### src/rtl/ifu_prefetch_pkg.sv
// rtl/ifu_prefetch_pkg.sv - shared constants and FSM state type for the fetch stage
package ifu_prefetch_pkg;

   localparam logic [31:0] RESET_PC = 32'h0000_3000;
   localparam int          INSTR_W  = 32;

   typedef enum logic [1:0] {
      S_IDLE = 2'd0,
      S_WAIT = 2'd1,
      S_DROP = 2'd2
   } state_e;

endpackage

### src/rtl/ifu_prefetch_if.sv
// rtl/ifu_prefetch_if.sv - PC, instruction memory and decode-side signals of the fetch stage
interface ifu_prefetch_if
   import ifu_prefetch_pkg::*;
#(
   parameter int AW = 32
);
   logic [AW-1:0]      pc;
   logic [AW-1:0]      npc;
   logic               im_req;
   logic [AW-1:0]      im_addr;
   logic               im_rdy;
   logic [INSTR_W-1:0] im_data;
   logic               instr_valid;
   logic [INSTR_W-1:0] instr;
   logic [AW-1:0]      instr_pc;
   logic               dec_ready;
   logic               redirect;
   logic [AW-1:0]      redirect_pc;

   modport master (
      input  pc, im_rdy, im_data, dec_ready, redirect, redirect_pc,
      output npc, im_req, im_addr, instr_valid, instr, instr_pc
   );

   modport slave (
      output pc, im_rdy, im_data, dec_ready, redirect, redirect_pc,
      input  npc, im_req, im_addr, instr_valid, instr, instr_pc
   );
endinterface

### src/rtl/ifu_prefetch_fifo.sv
// rtl/ifu_prefetch_fifo.sv - small pointer FIFO holding {pc, instruction} pairs
module ifu_prefetch_fifo #(
   parameter  int DEPTH = 2,
   parameter  int W     = 64,
   localparam int PW    = $clog2(DEPTH),
   localparam int CW    = PW + 1
) (
   input  logic          clk_i,
   input  logic          rst_i,
   input  logic          push_i,
   input  logic          pop_i,
   input  logic          flush_i,
   input  logic [W-1:0]  din_i,
   output logic [W-1:0]  dout_o,
   output logic [CW-1:0] count_o
);
   localparam logic [CW-1:0] FULL = CW'(DEPTH);

   logic [W-1:0]  mem_q [DEPTH];
   logic [PW-1:0] rd_q, wr_q;
   logic [CW-1:0] count_q;
   logic          do_push, do_pop;

   assign do_push = push_i && (count_q != FULL);
   assign do_pop  = pop_i && (count_q != '0);

   // Flush wins over push/pop so a redirect always leaves the FIFO empty.
   always_ff @(posedge clk_i or posedge rst_i) begin
      if (rst_i) begin
         rd_q    <= '0;
         wr_q    <= '0;
         count_q <= '0;
      end else if (flush_i) begin
         rd_q    <= '0;
         wr_q    <= '0;
         count_q <= '0;
      end else begin
         if (do_push) wr_q <= wr_q + PW'(1);
         if (do_pop)  rd_q <= rd_q + PW'(1);
         if (do_push && !do_pop)
            count_q <= count_q + CW'(1);
         else if (!do_push && do_pop)
            count_q <= count_q - CW'(1);
      end
   end

   always_ff @(posedge clk_i) begin
      if (do_push && !flush_i) mem_q[wr_q] <= din_i;
   end

   assign dout_o  = mem_q[rd_q];
   assign count_o = count_q;
endmodule

### src/rtl/ifu_prefetch.sv
// rtl/ifu_prefetch.sv - fetch stage: issues word fetches, buffers returns, drives NPC
module ifu_prefetch
   import ifu_prefetch_pkg::*;
#(
   parameter int DEPTH = 2,
   parameter int AW    = 32
) (
   input  logic          clk_i,
   input  logic          rst_i,
   ifu_prefetch_if.master bus
);
   localparam int          CW      = $clog2(DEPTH) + 1;
   localparam int          EW      = AW + INSTR_W;
   localparam logic [CW-1:0] DEPTH_C = CW'(DEPTH);

   state_e        state_q;
   logic [AW-1:0] reqpc_q;
   logic [CW-1:0] count;
   logic [EW-1:0] dout;
   logic          issue, push, pop;

   // Reset gates issue so no request leaks out while the PC register is still resetting.
   assign issue = !rst_i && (state_q == S_IDLE) && (count < DEPTH_C) && !bus.redirect;
   assign push  = (state_q == S_WAIT) && bus.im_rdy && !bus.redirect;
   assign pop   = bus.instr_valid && bus.dec_ready && !bus.redirect;

   assign bus.im_req  = issue;
   assign bus.im_addr = bus.pc;
   assign bus.npc     = bus.redirect ? bus.redirect_pc :
                        issue        ? bus.pc + AW'(4) : bus.pc;

   always_ff @(posedge clk_i or posedge rst_i) begin
      if (rst_i) begin
         state_q <= S_IDLE;
         reqpc_q <= AW'(RESET_PC);
      end else begin
         unique case (state_q)
            S_IDLE: begin
               if (issue) begin
                  state_q <= S_WAIT;
                  reqpc_q <= bus.pc;
               end
            end
            S_WAIT: begin
               if (bus.im_rdy)        state_q <= S_IDLE;
               else if (bus.redirect) state_q <= S_DROP;
            end
            S_DROP: begin
               if (bus.im_rdy) state_q <= S_IDLE;
            end
            default: state_q <= S_IDLE;
         endcase
      end
   end

   ifu_prefetch_fifo #(
      .DEPTH (DEPTH),
      .W     (EW)
   ) u_fifo (
      .clk_i   (clk_i),
      .rst_i   (rst_i),
      .push_i  (push),
      .pop_i   (pop),
      .flush_i (bus.redirect),
      .din_i   ({reqpc_q, bus.im_data}),
      .dout_o  (dout),
      .count_o (count)
   );

   assign bus.instr_valid = (count != '0);
   assign bus.instr_pc    = dout[EW-1:INSTR_W];
   assign bus.instr       = dout[INSTR_W-1:0];
endmodule
### src/flat_wrapper.sv
// flat-port wrapper written by rule: the top's interface ports become plain ports
module ifu_prefetch_flat import ifu_prefetch_pkg::*;
#(
   parameter int DEPTH = 2,
   parameter int AW    = 32
)
  (clk_i, rst_i, bus_pc, bus_im_rdy, bus_im_data, bus_dec_ready, bus_redirect, bus_redirect_pc, bus_npc, bus_im_req, bus_im_addr, bus_instr_valid, bus_instr, bus_instr_pc);
  ifu_prefetch_if #(.AW(AW)) bus_i ();
  input  logic clk_i;
  input  logic rst_i;
  input wire logic [$bits(bus_i.pc)-1:0] bus_pc;
  input wire logic [$bits(bus_i.im_rdy)-1:0] bus_im_rdy;
  input wire logic [$bits(bus_i.im_data)-1:0] bus_im_data;
  input wire logic [$bits(bus_i.dec_ready)-1:0] bus_dec_ready;
  input wire logic [$bits(bus_i.redirect)-1:0] bus_redirect;
  input wire logic [$bits(bus_i.redirect_pc)-1:0] bus_redirect_pc;
  output wire logic [$bits(bus_i.npc)-1:0] bus_npc;
  output wire logic [$bits(bus_i.im_req)-1:0] bus_im_req;
  output wire logic [$bits(bus_i.im_addr)-1:0] bus_im_addr;
  output wire logic [$bits(bus_i.instr_valid)-1:0] bus_instr_valid;
  output wire logic [$bits(bus_i.instr)-1:0] bus_instr;
  output wire logic [$bits(bus_i.instr_pc)-1:0] bus_instr_pc;
  assign bus_i.pc = bus_pc;
  assign bus_i.im_rdy = bus_im_rdy;
  assign bus_i.im_data = bus_im_data;
  assign bus_i.dec_ready = bus_dec_ready;
  assign bus_i.redirect = bus_redirect;
  assign bus_i.redirect_pc = bus_redirect_pc;
  assign bus_npc = bus_i.npc;
  assign bus_im_req = bus_i.im_req;
  assign bus_im_addr = bus_i.im_addr;
  assign bus_instr_valid = bus_i.instr_valid;
  assign bus_instr = bus_i.instr;
  assign bus_instr_pc = bus_i.instr_pc;
  ifu_prefetch #(.DEPTH(DEPTH), .AW(AW)) u_core (.clk_i(clk_i), .rst_i(rst_i), .bus(bus_i));
endmodule
### config.mk
export PLATFORM = sky130hd
export DESIGN_NAME = ifu_prefetch_flat
export DESIGN_NICKNAME = d
export VERILOG_FILES = /design/src/rtl/ifu_prefetch_pkg.sv /design/src/rtl/ifu_prefetch_if.sv /design/src/rtl/ifu_prefetch_fifo.sv /design/src/rtl/ifu_prefetch.sv /design/src/flat_wrapper.sv
export SDC_FILE = /design/constraint.sdc
export NUM_CORES = 1
export LEC_CHECK = 0
export CAP_MARGIN = 10
export CORE_UTILIZATION = 51
export CTS_CLUSTER_SIZE = 16
export DETAILED_ROUTE_END_ITERATION = 12
export GPL_TIMING_DRIVEN = 0
export MAX_ROUTING_LAYER = met4
export PLACE_DENSITY = 0.86
export SETUP_SLACK_MARGIN = 0.1
export SYNTH_ARGS = -nofsm -noshare
export SYNTH_HDL_FRONTEND = slang
export SYNTH_SLANG_ARGS = --single-unit
### constraint.sdc
create_clock -name clk_i -period 8.1 [get_ports clk_i]
set_input_delay 1.215 -clock clk_i [delete_from_list [all_inputs] [get_ports clk_i]]
set_output_delay 1.215 -clock clk_i [all_outputs]
set_load 0.02 [all_outputs]
==> results of run 1 <==
power by group through the flow:
stage | registers, mW | logic [mW] | clock network, mW
finish | 1.01 | 0.301 | 0.764
global route | 1.02 | 0.320 | 0.805
CTS | 1.01 | 0.301 | 0.768
detailed placement | 1.03 | 0.298 | 0
global placement | 1.03 | 0.289 | 0
floorplan | 1.02 | 0.142 | 0
area by class of cell:
| cell class | count | area share |
|---|---|---|
| Buffer | 62 | 0.0348 |
| Sequential cell | 166 | 0.452 |
| Multi-Input combinational cell | 348 | 0.214 |
| Clock inverter | 9 | 0.00625 |
| Timing Repair Buffer | 231 | 0.220 |
| Clock buffer | 23 | 0.0478 |
| Inverter | 11 | 0.00389 |
| Tap cell | 180 | 0.0212 |
routing by layer:
layer | wire (µm) | global-route usage | up-vias | part of all wire
met1 | 7720 | 0.321 | 2754 | 0.37
met3 | 1950 | 0.0678 | 58 | 0.094
li1 | - | - | 2646 | -
met5 | 0 | - | - | 0
met4 | 639 | 0.141 | 0 | 0.031
met2 | 10400 | 0.476 | 399 | 0.50
state kept, by name, summed over array words and instances (netlist names):
register	count
u_core.u_fifo.mem_q	128
u_core.u_fifo.wr_q	1
u_core.u_fifo.count_o	2
u_core.reqpc_q	32
u_core.u_fifo.rd_q	1
u_core.state_q	2
through the flow:
step                hold slack, ns  area, µm²
global route                 0.486      10600
global placement             0.448       9980
finish                       0.468      10600
detailed placement           0.458      10000
floorplan                    0.442       7470
CTS                          0.473      10600
worst register-to-register path: cells and delay by family (launching register included):
| family | cells | cell delay, ns |
|---|---|---|
| and+or+nand+nor | 3 | 0.92 |
| buffers and inverters | 3 | 0.70 |
| DFF | 1 | 0.42 |
cell usage in the layout, fill, tap and decap left out, types with 4 or more instances in the layout:
cell type	n
clkdlybuf4s50_1	229
o21ai_0	14
o31ai_1	15
nand3_1	9
clkinvlp_4	4
clkbuf_1	25
dfrtp_1	36
nand2_1	112
a31oi_1	21
clkbuf_8	6
nand4_1	7
buf_4	32
inv_1	9
nor2_1	28
nor4_1	7
or4_1	20
and4_1	4
mux2_2	67
or3_1	7
xnor2_1	6
clkbuf_16	17
edfxtp_1	128
worst max path at each step:
stage / cells past startpoint / slack [ns] / endpoint
global route: 7 / 2.30 / bus_npc[19]
finish: 7 / 2.37 / bus_npc[24]
detailed placement: 7 / 2.45 / bus_npc[30]
floorplan: 4 / 3.26 / u_core.u_fifo.mem_q[0][0]$_DFFE_PP_
global placement: 3 / 1.43 / u_core.u_fifo.mem_q[0][14]$_DFFE_PP_
CTS: 7 / 2.44 / bus_npc[24]
kinds of logic (layout without fill, tap and decap cells):
| group | after synthesis | in the layout |
|---|---|---|
| flip-flops | 166 | 166 |
| adder cells (fa/ha/maj) | 1 | 1 |
| buffers and inverters | 73 | 336 |
| AO/OA/AOI/OAI | 63 | 63 |
| multiplexers | 69 | 69 |
| AND/OR/NAND/NOR | 208 | 208 |
| XOR/XNOR | 7 | 7 |
==> results.sh, run 1 <==
export IMPL_holdPathEnd="u_core.u_fifo.mem_q[0][49]$_DFFE_PP_"
export IMPL_setup_viol_count_final=0
export IMPL_synth_most_common_cell="edfxtp_1"
export IMPL_antenna_found_initial=0
export IMPL_drive_gt1_frac=0.173
export IMPL_start_util=0.530
export IMPL_slew_viol_final=0
export IMPL_final_period_utilization=0.707
export IMPL_hp_start="u_core.reqpc_q[17]$_DFFE_PP0P_"
export IMPL_fp_coreArea_um2=14100
export IMPL_ys_seq_elements=166
export IMPL_synth_edf_count=128
export IMPL_final_nets=939
export IMPL_clock_path_buffers=2
export IMPL_synth_xor_area_frac=0.00821
export IMPL_ios=231
export IMPL_slowest_stage="clkdlybuf4s50_1"
export IMPL_overflow=0
export IMPL_fin_crit_ns=5.73
export IMPL_fin_util=0.753
export IMPL_synth_top_family_by_area="simple AND/OR/NAND/NOR gates"
export IMPL_ys_seq_area_frac=0.642
export IMPL_worst_r2r_setup_slack_ns=5.74
export IMPL_rsz0062_at_grt="false"
export IMPL_critPathTopFamily="buffers and inverters"
export IMPL_wl_mm=20.7
export IMPL_crit_arrival_ns=4.52
export IMPL_cts_root_buf="clkbuf_16"
export IMPL_cts_hold_buffers=0
export IMPL_place_congestion=0.912
export IMPL_regArea_um2=4800
export IMPL_dieHeight_um=123
export IMPL_swShare=0.244
export IMPL_skew_ns=0.00798
export IMPL_power_mw=2.08
export IMPL_antennaDiodeCount=0
export IMPL_clk_latency_ns=0.43
export IMPL_path_cells="clkdlybuf4s50_1 > nand4_1 > or4_1 > clkbuf_1 > or4_1 > a31oi_1 > clkdlybuf4s50_1"
export IMPL_maxCapViolCount=0
export IMPL_grt_max_degree=65
export IMPL_crit_path_max_fanout=10
export IMPL_min_path_cells=0
export IMPL_vias=5857
export IMPL_drt_initial_drc_count=496
export IMPL_crit_path_end_kind="output pin"
export IMPL_netlist_top_cells_count="128 x edfxtp_1, 112 x nand2_1, 67 x mux2_2"
export IMPL_p_int_mw=1.57
export IMPL_r2r_end="u_core.u_fifo.mem_q[0][23]$_DFFE_PP_"
export IMPL_start_kind="input pin"
export IMPL_syn_num_nets=689
export IMPL_post_dp_hpwl_mm=14.6
export IMPL_hold_viol_final=0
export IMPL_hp_class="reg2reg"
export IMPL_synth_simple_area_share=0.132
export IMPL_grt_pass1_wl_mm=30.5
export IMPL_pwr_density_cell_nw_per_um2=196
export IMPL_place_ws_ns=2.45
export IMPL_synthTopCellsByArea="edfxtp_1 51%, dfrtp_1 12%, mux2_2 10%, nand2_1 5.6%, buf_4 3.2%"
export IMPL_path_buf_inv=3
export IMPL_syn_area_um2=7470
export IMPL_fmax_ghz=0.175
export IMPL_worstReg2RegStart="u_core.u_fifo.count_o[1]$_DFFE_PP0P_"
export IMPL_multi_input_comb_area_um2=2270
export IMPL_detail_route_antenna_nets=0
export IMPL_cts_setup_buffers=0
export IMPL_cts_tree="built"
export IMPL_dieWidth_um=123
export IMPL_syn_inst=587
export IMPL_fin_cells=1030
export IMPL_tns_ns=0
export IMPL_synth_area_per_cell_um2=12.7
export IMPL_worst_slew_pin_slew_ns=0.939
export IMPL_ctsResizeCount=0
export IMPL_via_per_inst=5.69
export IMPL_clockPowerShare=0.367
export IMPL_slew_headroom=0.374
export IMPL_place_inst=998
export IMPL_async_flop_share=0.229
export IMPL_clkTransAtPathRegs_ns=0.06
export IMPL_p_sw_mw=0.506
export IMPL_critical_path_required_ns=6.88
export IMPL_synthAdderAreaFrac=0.00168
export IMPL_cts_buffers=17
export IMPL_worst_r2r_path_depth=6
export IMPL_p_leak_nw=3.86
export IMPL_yosysTopAreaCell="edfxtp_1"
export IMPL_seqPwrFrac=0.488
export IMPL_wl_per_cell_um=20.1
export IMPL_synth_compound_area_frac=0.0566
export IMPL_synth_area_mux_share=0.104
export IMPL_cts_sinks=166
export IMPL_cp_slowest_stage_delay_ns=0.72
export IMPL_htree_levels=4
export IMPL_synth_flop_cell="edfxtp_1"
export IMPL_synth_warnings=0
export IMPL_comb_power_share=0.145
export IMPL_outcome="completed"
export IMPL_vdd_ir_drop_max_mv=0.147
export IMPL_yosys_cell_types_count=44
export IMPL_portBuffers=229
export IMPL_yosysTopAreaCellShare=0.515
export IMPL_rows=43
export IMPL_timing_final_ws_setup_ns=2.37
export IMPL_gr_usage_all_layers=0.285
export IMPL_startpoint="bus_pc[15]"
export IMPL_worstSetupPathType="in2out"
export IMPL_grt_pass1_vias=5874
export IMPL_area_growth_pct=42.2
export IMPL_drc=0
export IMPL_first_pass_iters=5
export IMPL_fillers=924
export IMPL_die_area_um2=15100
Note: power is estimated with default switching activity, not from simulation.
==> inputs of run 2 (changes only) <==
--- a/config.mk
+++ b/config.mk
@@ -6,12 +6,12 @@
 export NUM_CORES = 1
 export LEC_CHECK = 0
 export CAP_MARGIN = 10
-export CORE_UTILIZATION = 51
+export CORE_UTILIZATION = 47
 export CTS_CLUSTER_SIZE = 16
 export DETAILED_ROUTE_END_ITERATION = 12
 export GPL_TIMING_DRIVEN = 0
 export MAX_ROUTING_LAYER = met4
-export PLACE_DENSITY = 0.86
+export PLACE_DENSITY = 0.8
 export SETUP_SLACK_MARGIN = 0.1
 export SYNTH_ARGS = -nofsm -noshare
 export SYNTH_HDL_FRONTEND = slang
==> constraint.sdc (replaced) <==
create_clock -name clk_i -period 5.3 [get_ports clk_i]
set_input_delay 0.795 -clock clk_i [delete_from_list [all_inputs] [get_ports clk_i]]
set_output_delay 0.795 -clock clk_i [all_outputs]
set_load 0.02 [all_outputs]
==> results.sh, run 2 (synthesis results as in run 1) <==
export IMPL_worstReg2RegStart="u_core.u_fifo.count_o[1]$_DFFE_PP0P_"
export IMPL_detail_route_antenna_nets=0
export IMPL_start_kind="input pin"
export IMPL_crit_arrival_ns=4.17
export IMPL_first_pass_iters=5
export IMPL_grt_busiest_layer="met2"
export IMPL_startpoint="bus_pc[12]"
export IMPL_final_common_cell="clkdlybuf4s50_1"
export IMPL_crit_path_end_kind="output pin"
export IMPL_crit_path_max_fanout=10
export IMPL_top_register="u_core.u_fifo.mem_q"
export IMPL_overflow=0
export IMPL_ctsResizeCount=0
export IMPL_fp_coreArea_um2=15400
export IMPL_area_growth_pct=42.6
export IMPL_cts_sinks=166
export IMPL_p_leak_nw=3.85
export IMPL_clock_path_buffers=2
export IMPL_worstSetupPathType="in2out"
export IMPL_cts_setup_buffers=0
export IMPL_hp_class="reg2reg"
export IMPL_fin_cells=1061
export IMPL_die_area_um2=16400
export IMPL_antennaDiodeCount=0
export IMPL_cts_buffers=17
export IMPL_gr_usage_all_layers=0.255
export IMPL_start_util=0.486
export IMPL_wl_mm=20.0
export IMPL_rows=45
export IMPL_worst_slew_pin_slew_ns=0.925
export IMPL_ios=231
export IMPL_worst_r2r_path_depth=6
export IMPL_critical_path_required_ns=4.51
export IMPL_antenna_found_initial=0
export IMPL_drt_initial_drc_count=362
export IMPL_wl_per_cell_um=18.9
export IMPL_slew_headroom=0.383
export IMPL_htree_levels=4
export IMPL_largest_reg_flops=128
export IMPL_grt_max_degree=65
export IMPL_multi_input_comb_area_um2=2270
export IMPL_fillers=1097
export IMPL_power_mw=3.18
export IMPL_place_inst=1029
export IMPL_hold_viol_final=0
export IMPL_use_met2=0.429
export IMPL_cts_hold_buffers=0
export IMPL_largest_registers="u_core.u_fifo.mem_q x128, u_core.reqpc_q x32"
export IMPL_dieHeight_um=128
export IMPL_rsz0062_at_grt="false"
export IMPL_drc=0
export IMPL_drive_gt1_frac=0.171
export IMPL_pwr_density_cell_nw_per_um2=299
export IMPL_grt_util_met1=0.309
export IMPL_fin_crit_ns=4.97
export IMPL_portBuffers=229
export IMPL_fmax_ghz=0.201
export IMPL_post_dp_hpwl_mm=14.2
export IMPL_layout_common_cells="229 x clkdlybuf4s50_1, 128 x edfxtp_1, 112 x nand2_1, 67 x mux2_2, 36 x dfrtp_1"
export IMPL_vias=5765
export IMPL_place_congestion=0.892
export IMPL_clk_latency_ns=0.42
export IMPL_outcome="completed"
export IMPL_grt_util_met3=0.0513
export IMPL_via_per_inst=5.43
export IMPL_clkTransAtPathRegs_ns=0.06
export IMPL_maxCapViolCount=0
export IMPL_regArea_um2=4800
export IMPL_cts_tree="built"
export IMPL_vdd_ir_drop_max_mv=0.233
export IMPL_cts_root_buf="clkbuf_16"
export IMPL_slew_viol_final=0
export IMPL_tns_ns=0
export IMPL_dieWidth_um=128
export IMPL_endpoint="bus_npc[19]"
export IMPL_r2r_end="u_core.u_fifo.mem_q[0][20]$_DFFE_PP_"
export IMPL_final_nets=939
export IMPL_final_period_utilization=0.937
export IMPL_worst_r2r_setup_slack_ns=2.93
export IMPL_grt_pass1_wl_mm=30.1
export IMPL_grt_pass1_vias=5696
export IMPL_skew_ns=0.00704
export IMPL_fin_util=0.693
export IMPL_setup_viol_count_final=0
[run 2: changes by cell type in the layout (fill, tap and decap cells not counted)]
cell	previous run	this run
bufinv_16	0	1
clkbuf_1	25	27
clkbuf_8	6	1
clkinv_2	2	1
clkinv_4	2	3
clkinvlp_4	4	3
inv_6	1	4
[run 2: worst min-delay path by stage]
stage	from	to	slack, ns	cells past startpoint
final	u_core.reqpc_q[10]$_DFFE_PP0P_	u_core.u_fifo.mem_q[1][42]$_DFFE_PP_	0.47	0
after global routing	u_core.reqpc_q[10]$_DFFE_PP0P_	u_core.u_fifo.mem_q[0][42]$_DFFE_PP_	0.48	0
after CTS	u_core.reqpc_q[30]$_DFFE_PP0P_	u_core.u_fifo.mem_q[0][62]$_DFFE_PP_	0.47	0
after detailed placement	u_core.reqpc_q[30]$_DFFE_PP0P_	u_core.u_fifo.mem_q[0][62]$_DFFE_PP_	0.46	0
after global placement	u_core.reqpc_q[24]$_DFFE_PP0P_	u_core.u_fifo.mem_q[1][56]$_DFFE_PP_	0.45	0
after floorplan	u_core.reqpc_q[0]$_DFFE_PP0P_	u_core.u_fifo.mem_q[0][32]$_DFFE_PP_	0.44	0
[run 2: final cells by class]
type / count / share of cell area
Clock buffer: 20 / 0.0420
Clock inverter: 12 / 0.0112
Timing Repair Buffer: 231 / 0.220
Multi-Input combinational cell: 348 / 0.213
Inverter: 11 / 0.00388
Tap cell: 211 / 0.0248
Sequential cell: 166 / 0.451
Buffer: 62 / 0.0347
[run 2: metal layers]
| layer | up-vias | part of all wire | wire length [µm] |
|---|---|---|---|
| li1 | 2652 | - | - |
| met1 | 2761 | 0.41 | 8280 |
| met2 | 310 | 0.50 | 10000 |
| met3 | 42 | 0.070 | 1400 |
| met4 | 0 | 0.017 | 343 |
| met5 | - | 0 | 0 |
[run 2: per-stage QoR]
stage          hold slack [ns]  instance area [µm²]  setup WS [ns]
2_1_floorplan            0.442                 7470          0.885
3_3_place_gp             0.448                10000         -0.952
3_5_place_dp             0.456                10100          0.376
4_1_cts                  0.470                10600          0.373
5_1_grt                  0.480                10600          0.285
6_report                 0.473                10600          0.332
[run 2: worst max-delay path, cell delays in order]
cell             delay [ns]
clkdlybuf4s50_1        0.71
nand4_1                0.31
or4_1                  0.64
clkbuf_1               0.29
or4_1                  0.54
a31oi_1                0.24
clkdlybuf4s50_1        0.64
[run 2: power by group]
group	switching (mW)	total (mW)	internal, mW
registers	0.0457	1.55	1.50
clock network	0.509	1.18	0.667
logic	0.231	0.456	0.225
total	0.786	3.18	2.39
==> inputs of run 3 (changes only) <==
--- a/config.mk
+++ b/config.mk
@@ -6,12 +6,14 @@
 export NUM_CORES = 1
 export LEC_CHECK = 0
 export CAP_MARGIN = 10
-export CORE_UTILIZATION = 47
+export CELL_PAD_IN_SITES_DETAIL_PLACEMENT = 1
+export CELL_PAD_IN_SITES_GLOBAL_PLACEMENT = 1
+export CORE_UTILIZATION = 37
 export CTS_CLUSTER_SIZE = 16
 export DETAILED_ROUTE_END_ITERATION = 12
 export GPL_TIMING_DRIVEN = 0
 export MAX_ROUTING_LAYER = met4
-export PLACE_DENSITY = 0.8
+export PLACE_DENSITY_LB_ADDON = 0.1
 export SETUP_SLACK_MARGIN = 0.1
 export SYNTH_ARGS = -nofsm -noshare
 export SYNTH_HDL_FRONTEND = slang
==> results.sh, run 3 (synthesis results as in run 1) <==
export IMPL_cts_hold_buffers=0
export IMPL_worstSetupPathType="in2out"
export IMPL_place_congestion=0.783
export IMPL_gr_usage_all_layers=0.224
export IMPL_die_area_um2=20800
export IMPL_tns_ns=0
export IMPL_clk_latency_ns=0.44
export IMPL_path_buf_inv=3
export IMPL_overflow=0
export IMPL_crit_path_max_fanout=10
export IMPL_cts_root_buf="clkbuf_16"
export IMPL_grt_pass1_vias=6017
export IMPL_dieWidth_um=144
export IMPL_antenna_found_initial=0
export IMPL_cp_slowest_stage_delay_ns=0.68
export IMPL_ctsResizeCount=0
export IMPL_maxCapViolCount=0
export IMPL_skew_ns=0.0131
export IMPL_vdd_ir_drop_max_mv=0.220
export IMPL_ios=231
export IMPL_cts_setup_buffers=0
export IMPL_htree_levels=4
export IMPL_drive_gt1_frac=0.174
export IMPL_setup_viol_count_final=0
export IMPL_crit_path_end_kind="output pin"
export IMPL_largest_reg_flops=128
export IMPL_top_register="u_core.u_fifo.mem_q"
export IMPL_rsz0062_at_grt="false"
export IMPL_fin_crit_ns=4.92
export IMPL_outcome="completed"
export IMPL_detail_route_antenna_nets=0
export IMPL_clkTransAtPathRegs_ns=0.07
export IMPL_clock_path_buffers=2
export IMPL_final_common_cell="clkdlybuf4s50_1"
export IMPL_drc=0
export IMPL_grt_busiest_layer="met2"
export IMPL_cts_tree="built"
export IMPL_cts_sinks=166
export IMPL_worstReg2RegStart="u_core.state_q[0]$_DFFE_PP0P_"
export IMPL_slew_viol_final=0
export IMPL_dieHeight_um=144
export IMPL_grt_util_met1=0.271
export IMPL_rows=51
export IMPL_layout_common_cells="229 x clkdlybuf4s50_1, 128 x edfxtp_1, 112 x nand2_1, 67 x mux2_2, 36 x dfrtp_1"
export IMPL_multi_input_comb_area_um2=2270
export IMPL_post_dp_hpwl_mm=16.3
export IMPL_crit_arrival_ns=4.13
export IMPL_start_kind="input pin"
export IMPL_critPathTopFamily="buffers and inverters"
export IMPL_hold_viol_final=0
export IMPL_wl_per_cell_um=19.8
export IMPL_area_growth_pct=44.2
export IMPL_pwr_density_cell_nw_per_um2=300
export IMPL_fin_util=0.548
export IMPL_portBuffers=229
export IMPL_path_cells="clkdlybuf4s50_1 > nand4_1 > or4_1 > clkbuf_1 > or4_1 > a31oi_1 > clkdlybuf4s50_1"
export IMPL_start_util=0.380
export IMPL_via_per_inst=5.14
export IMPL_fillers=2090
export IMPL_drt_initial_drc_count=259
export IMPL_wl_mm=22.1
export IMPL_critical_path_required_ns=4.51
export IMPL_use_met2=0.375
export IMPL_hp_start="u_core.reqpc_q[13]$_DFFE_PP1P_"
export IMPL_grt_util_met3=0.0417
export IMPL_vias=5741
export IMPL_regArea_um2=4800
export IMPL_startpoint="bus_pc[9]"
export IMPL_slew_headroom=0.416
export IMPL_grt_max_degree=36
export IMPL_final_period_utilization=0.929
export IMPL_worst_slew_pin_slew_ns=0.868
export IMPL_grt_pass1_wl_mm=33.3
export IMPL_slowest_stage="clkdlybuf4s50_1"
export IMPL_largest_registers="u_core.u_fifo.mem_q x128, u_core.reqpc_q x32"
export IMPL_fp_coreArea_um2=19700
export IMPL_first_pass_iters=5
export IMPL_cts_buffers=17
export IMPL_p_leak_nw=3.88
export IMPL_final_nets=941
export IMPL_hp_class="reg2reg"
export IMPL_antennaDiodeCount=0
export IMPL_fmax_ghz=0.203
run 3: changes by cell type in the layout (fill, tap and decap cells not counted), sizes merged:
cell and change:
buf +2, bufinv -1, clkbuf -2, clkinv +4, clkinvlp -3, inv +2
run 3: through the flow:
stage	cell area (µm²)	instances	total power, mW	hold WS (ns)	worst slack (ns)
2_1_floorplan	7470	587	1.78	0.442	0.885
3_3_place_gp	10100	1081	2.02	0.448	-1.27
3_5_place_dp	10200	1085	2.04	0.458	0.445
4_1_cts	10800	1117	3.25	0.471	0.410
5_1_grt	10800	1117	3.34	0.485	0.242
6_report	10800	1117	3.23	0.467	0.377
run 3: final cells by class:
type / count / area share
multi-input cells: 348 / 0.211
clock buffers: 18 / 0.0399
clock inverters: 14 / 0.0146
plain buffers: 62 / 0.0343
inverters: 11 / 0.00383
flip-flops and latches: 166 / 0.446
well taps: 265 / 0.0308
repair buffers: 233 / 0.220
run 3: routing by layer:
| metal | vias to the layer above | part of all wire |
|---|---|---|
| li1 | 2651 | - |
| met4 | 0 | 0.021 |
| met2 | 208 | 0.50 |
| met1 | 2850 | 0.42 |
| met3 | 32 | 0.056 |
| met5 | - | 0 |
run 3: final timing paths:
| check | slack, ns | end | depth (start not counted) |
|---|---|---|---|
| worst min register to register | 0.47 | u_core.reqpc_q[13]$_DFFE_PP1P_ | 2 |
| worst max-delay path | 0.38 | bus_npc[19] | 7 |
| worst min-delay path | 0.47 | u_core.reqpc_q[13]$_DFFE_PP1P_ | 2 |
| max in group asynchronous | 4.10 | u_core.reqpc_q[12]$_DFFE_PP1P_ | 3 |
| worst max register to register | 3.02 | u_core.reqpc_q[31]$_DFFE_PP0P_ | 6 |
| min in group asynchronous | 0.69 | u_core.reqpc_q[4]$_DFFE_PP0P_ | 2 |
run 3: worst reg2reg max path, stage by stage (launching register included):
cell and delay, ns:
dfrtp_1 0.47, nor4_1 0.48, nand2_1 0.33, inv_1 0.28, clkbuf_1 0.43, nand2_1 0.14, nand2_1 0.09
run 3: report_power, final:
| part | internal (mW) | leakage (nW) | switching [mW] |
|---|---|---|---|
| registers | 1.50 | 1.64 | 0.0467 |
| logic | 0.226 | 1.96 | 0.238 |
| clock network | 0.632 | 0.287 | 0.581 |
==> variant 1 (config.mk and constraints of run 2) <==
`DEPTH` is set to 2 in 3 places; all go to 4.
--- a/src/rtl/ifu_prefetch_fifo.sv
+++ b/src/rtl/ifu_prefetch_fifo.sv
@@ -1,6 +1,6 @@
 // rtl/ifu_prefetch_fifo.sv - small pointer FIFO holding {pc, instruction} pairs
 module ifu_prefetch_fifo #(
-   parameter  int DEPTH = 2,
+   parameter  int DEPTH = 4,
    parameter  int W     = 64,
    localparam int PW    = $clog2(DEPTH),
    localparam int CW    = PW + 1
--- a/src/rtl/ifu_prefetch.sv
+++ b/src/rtl/ifu_prefetch.sv
@@ -2,7 +2,7 @@
 module ifu_prefetch
    import ifu_prefetch_pkg::*;
 #(
-   parameter int DEPTH = 2,
+   parameter int DEPTH = 4,
    parameter int AW    = 32
 ) (
    input  logic          clk_i,
--- a/src/flat_wrapper.sv
+++ b/src/flat_wrapper.sv
@@ -1,7 +1,7 @@
 // flat-port wrapper written by rule: the top's interface ports become plain ports
 module ifu_prefetch_flat import ifu_prefetch_pkg::*;
 #(
-   parameter int DEPTH = 2,
+   parameter int DEPTH = 4,
    parameter int AW    = 32
 )
   (clk_i, rst_i, bus_pc, bus_im_rdy, bus_im_data, bus_dec_ready, bus_redirect, bus_redirect_pc, bus_npc, bus_im_req, bus_im_addr, bus_instr_valid, bus_instr, bus_instr_pc);
Formal check against the unedited RTL: same outputs for any inputs over 4 cycles, from zero or initial values and one cycle with rst_i high; that may be too few to reach the edited logic, so the function may still have changed.
==> variant 1 against run 2 <==
Maximum frequency rose by 8.8%. Area after synthesis rose by 65%. Sequential power rose by 97%. Wire length rose by 36%. Total power rose by 99%. Non-clock buffer count rose by 4. Critical endpoint is now bus_npc[27]. Count of clock-buffer cells in the layout rose by 21. Final area rose by 51%. Global-route usage fell by 4.1 points. Sequential cell count rose by 131. Worst setup slack improved by 0.40 ns. Largest cell class unchanged.
==> variant 1: results (changes against run 2) <==
INFO  metric drive_above_1_share = 22.28% (+5.2 points)
INFO  metric largest_register_ffs = 256 (+100%)
INFO  metric met3_usage = 4.040% (-1.1 points)
INFO  metric place_area = 15,130 µm² (+50%)
INFO  metric p_leak = 5.359 nW (+39%)
INFO  metric worst-r2r-cell-count = 5 (-1)
INFO  metric max-clock-path-buffers = 3 (+1)
INFO  metric worst-r2r-setup-slack = 2.86 ns (-0.07 ns)
INFO  metric grt_max_degree = 47 (-28%)
INFO  metric cp-startpoint = bus_pc[11]
INFO  metric drt_iter0_drc = 487 (+35%)
INFO  metric nNetsFinal = 1,039 (+11%)
INFO  metric reg2reg_to = u_core.u_fifo.mem_q[3][2]
INFO  metric synth_seq_area_share = 70.84% (+6.6 points)
INFO  metric placer_congestion_estimate = 0.8205 (-8.0%)
INFO  metric synth.lib_cells_used.distinct = 45 (+2.3%)
INFO  metric port_buffers = 228 (-0.44%)
INFO  metric clk_latency = 0.55 ns (+0.13 ns)
INFO  metric switchingPower = 0.001624 W (+110%)
INFO  metric run_status = completed
INFO  metric critPathArrivalTime = 3.77 ns (-0.40 ns)
INFO  metric antenna_found_initial = 1 (+1)
INFO  metric global_route.usage.total = 21.35% (-4.1 points)
INFO  metric fin_area = 16,090 µm² (+51%)
INFO  metric tritoncts.num_buffers = 30 (+13)
INFO  metric finalClockSkew = 0.02893 ns (+0.02189 ns)
INFO  metric detail_route.wl_per_cell = 21.23 µm (+12%)
INFO  metric groute.layer.met1.usage = 27.84% (-3.1 points)
INFO  metric synth.net_count = 774 (+12%)
INFO  metric async_reset_ff_share = 13.80% (-9.1 points)
INFO  metric grtUsageMet2 = 34.65% (-8.2 points)
INFO  metric vias_in_the_first_global_route = 7,298 (+28%)
INFO  metric cts_htree_levels = 1 (-3)
INFO  metric fillerInstances = 1,817 (+66%)
variant 1: power groups by stage:
stage	Sequential (W)	Combinational (W)	Clock, W
2_1_floorplan	0.00303	0.000771	0
3_3_place_gp	0.00307	0.00127	0
3_5_place_dp	0.00309	0.00129	0
4_1_cts	0.00305	0.00130	0.00205
5_1_grt	0.00308	0.00137	0.00213
6_report	0.00305	0.00128	0.00201
variant 1: how the worst min path moves through the flow:
stage                                  start                    endpoint  slack, ns
after floorplan            u_core.reqpc_q[0]  u_core.u_fifo.mem_q[0][32]       0.47
after global placement    u_core.reqpc_q[25]  u_core.u_fifo.mem_q[3][57]       0.49
after detailed placement  u_core.reqpc_q[18]  u_core.u_fifo.mem_q[1][50]       0.50
after CTS                  u_core.reqpc_q[6]  u_core.u_fifo.mem_q[2][38]       0.52
after global routing       u_core.reqpc_q[6]  u_core.u_fifo.mem_q[1][38]       0.53
final                      u_core.reqpc_q[3]  u_core.u_fifo.mem_q[0][35]       0.52
variant 1: cell families after synthesis:
group | count (synthesis) | synth area share, %
AND/OR/NAND/NOR | 121 | 5.949
AO/OA/AOI/OAI | 55 | 2.868
flip-flops | 297 | 70.84
adder cells (fa/ha/maj) | 6 | 0.6712
multiplexers | 103 | 15.28
buffers and inverters | 74 | 3.549
XOR/XNOR | 11 | 0.8441
variant 1: area by class of cell:
class	count	share of cell area (%)
multi-input combinational	296	19.64
sequential	297	54.17
clock inverter	15	0.6999
tap	330	2.566
buffer	64	2.481
antenna	1	0.01555
clock buffer	41	5.241
timing repair buffer	233	14.95
inverter	10	0.2333
variant 1: per-layer routing:
layer / vias to the layer above / share of wire, %
li1: 3203 / -
met1: 3578 / 42
met2: 289 / 49
met3: 38 / 7.0
met4: 0 / 1.9
met5: - / 0
variant 1: critical path, stage by stage:
cell and delay, ns:
clkdlybuf4s50_1 0.73, and4_1 0.36, nand4_1 0.24, buf_2 0.26, or4_1 0.54, a31oi_1 0.19, clkdlybuf4s50_1 0.64
variant 1: stage by stage:
| step | setup slack, ns | TNS (ns) | instances |
|---|---|---|---|
| final | 0.7337 | 0 | 1287 |
| after global routing | 0.6281 | 0 | 1287 |
| after CTS | 0.6992 | 0 | 1286 |
| after detailed placement | 0.7215 | 0 | 1230 |
| after global placement | -0.4262 | -1.526 | 1225 |
| after floorplan | 1.558 | 0 | 667 |
==> variant 2 (settings of run 2) <==
Made on the original files. The 3 states of `state_e` get a one-hot encoding in 3 bits.
--- a/src/rtl/ifu_prefetch_pkg.sv
+++ b/src/rtl/ifu_prefetch_pkg.sv
@@ -4,10 +4,10 @@
    localparam logic [31:0] RESET_PC = 32'h0000_3000;
    localparam int          INSTR_W  = 32;
 
-   typedef enum logic [1:0] {
-      S_IDLE = 2'd0,
-      S_WAIT = 2'd1,
-      S_DROP = 2'd2
+   typedef enum logic [2:0] {
+      S_IDLE = 3'b001,
+      S_WAIT = 3'b010,
+      S_DROP = 3'b100
    } state_e;
 
 endpackage
Function: no difference found for any inputs over 4 cycles, from zero or initial values and one cycle with rst_i high; so few cycles prove little.
==> variant 2 against run 2 <==
Worst hold slack got worse by 0.0048 ns. Sequential cell count increased by 1. Wire length decreased by 4.3%. Sequential power about the same. Clock power increased by 9%. Area after synthesis increased by 0.44%. Worst setup slack improved by 0.16 ns. Highest routed layer unchanged. Largest power group unchanged. Critical path type unchanged. Sequential share of layout area decreased by 0.66 points. Largest cell class unchanged. Total power increased by 1.8%. Final area increased by 2.0%. Global-route usage decreased by 0.80 points.
==> variant 2: results (changes against run 2) <==
INFO  metric layout.clock.cell_area_share = 5.771% (+0.46 points)
INFO  metric critPathArrivalTime = 4.01 ns (-0.16 ns)
INFO  metric num_vias = 5,481 (-4.9%)
INFO  metric combinationalPower = 0.000396 W (-13%)
INFO  metric routed_wirelength = 19.16 mm (-4.3%)
INFO  metric run_status = completed
INFO  metric grt_pass1_wl = 29.15 mm (-3.2%)
INFO  metric nNetsFinal = 893 (-4.9%)
INFO  metric post-layout-total-power = 0.003236 W (+1.8%)
INFO  metric clock-sinks = 167 (+0.60%)
INFO  metric yosys.area_share.xor_xnor = 1.168% (+0.35 points)
INFO  metric number_of_signal_net_inverters_in_the_final_layout = 8 (-3)
INFO  metric synth.lib_cells_used.distinct = 39 (-11%)
INFO  metric worst_slew_pin_slew = 1.108 ns (+0.1824 ns)
INFO  metric synth_seq_area_share = 64.31% (+0.072 points)
INFO  metric clock_buffers = 18 (-10%)
INFO  metric hpwlAfterDp = 14.04 mm (-1.2%)
INFO  metric synth.cells.most_frequent = 128 x edfxtp_1, 94 x mux2_2, 36 x dfrtp_1
INFO  metric adder_cell_area_share_of_the_yosys_netlist = 0.1668% (-0.00073 points)
INFO  metric seqAreaFraction = 44.40% (-0.66 points)
INFO  metric dp_worst_setup_slack = 0.5890 ns (+0.2133 ns)
INFO  metric fillerInstances = 1,061 (-3.3%)
INFO  metric final.signal_buffer_count = 295 (+0.68%)
INFO  metric critPathMaxStageDelay = 0.67 ns (-0.04 ns)
INFO  metric place_area = 10,240 µm² (+1.5%)
INFO  metric multi_input_area_share = 21.35% (+0.036 points)
## variant 2: cell types whose count changed in the layout (fill, tap and decap cells not counted), moves of 4 or more
cell / change
nand2_1: -83
mux2_2: +27
a21oi_1: +5
buf_16: +4
nor2b_1: +4
xor2_1: +4
## variant 2: path summary, 6_finish.rpt
check                                        endpoint  depth (start not counted)          startpoint  slack (ns)
max                                       bus_npc[14]                          9           bus_pc[2]        0.49
min                        u_core.u_fifo.mem_q[0][58]                          0  u_core.reqpc_q[26]        0.47
max reg2reg                 u_core.u_fifo.mem_q[1][3]                          7   u_core.state_q[1]        2.36
min reg2reg                u_core.u_fifo.mem_q[0][58]                          0  u_core.reqpc_q[26]        0.47
max in group asynchronous          u_core.reqpc_q[28]                          2               rst_i        3.77
min in group asynchronous           u_core.reqpc_q[9]                          2               rst_i        0.97
## variant 2: per-layer routing
layer	vias up	GRT usage [%]	part of all wire, %
li1	2541	-	-
met1	2641	29.21	40
met2	270	40.60	49
met3	29	7.095	8.6
met4	0	8.097	1.7
met5	-	-	0
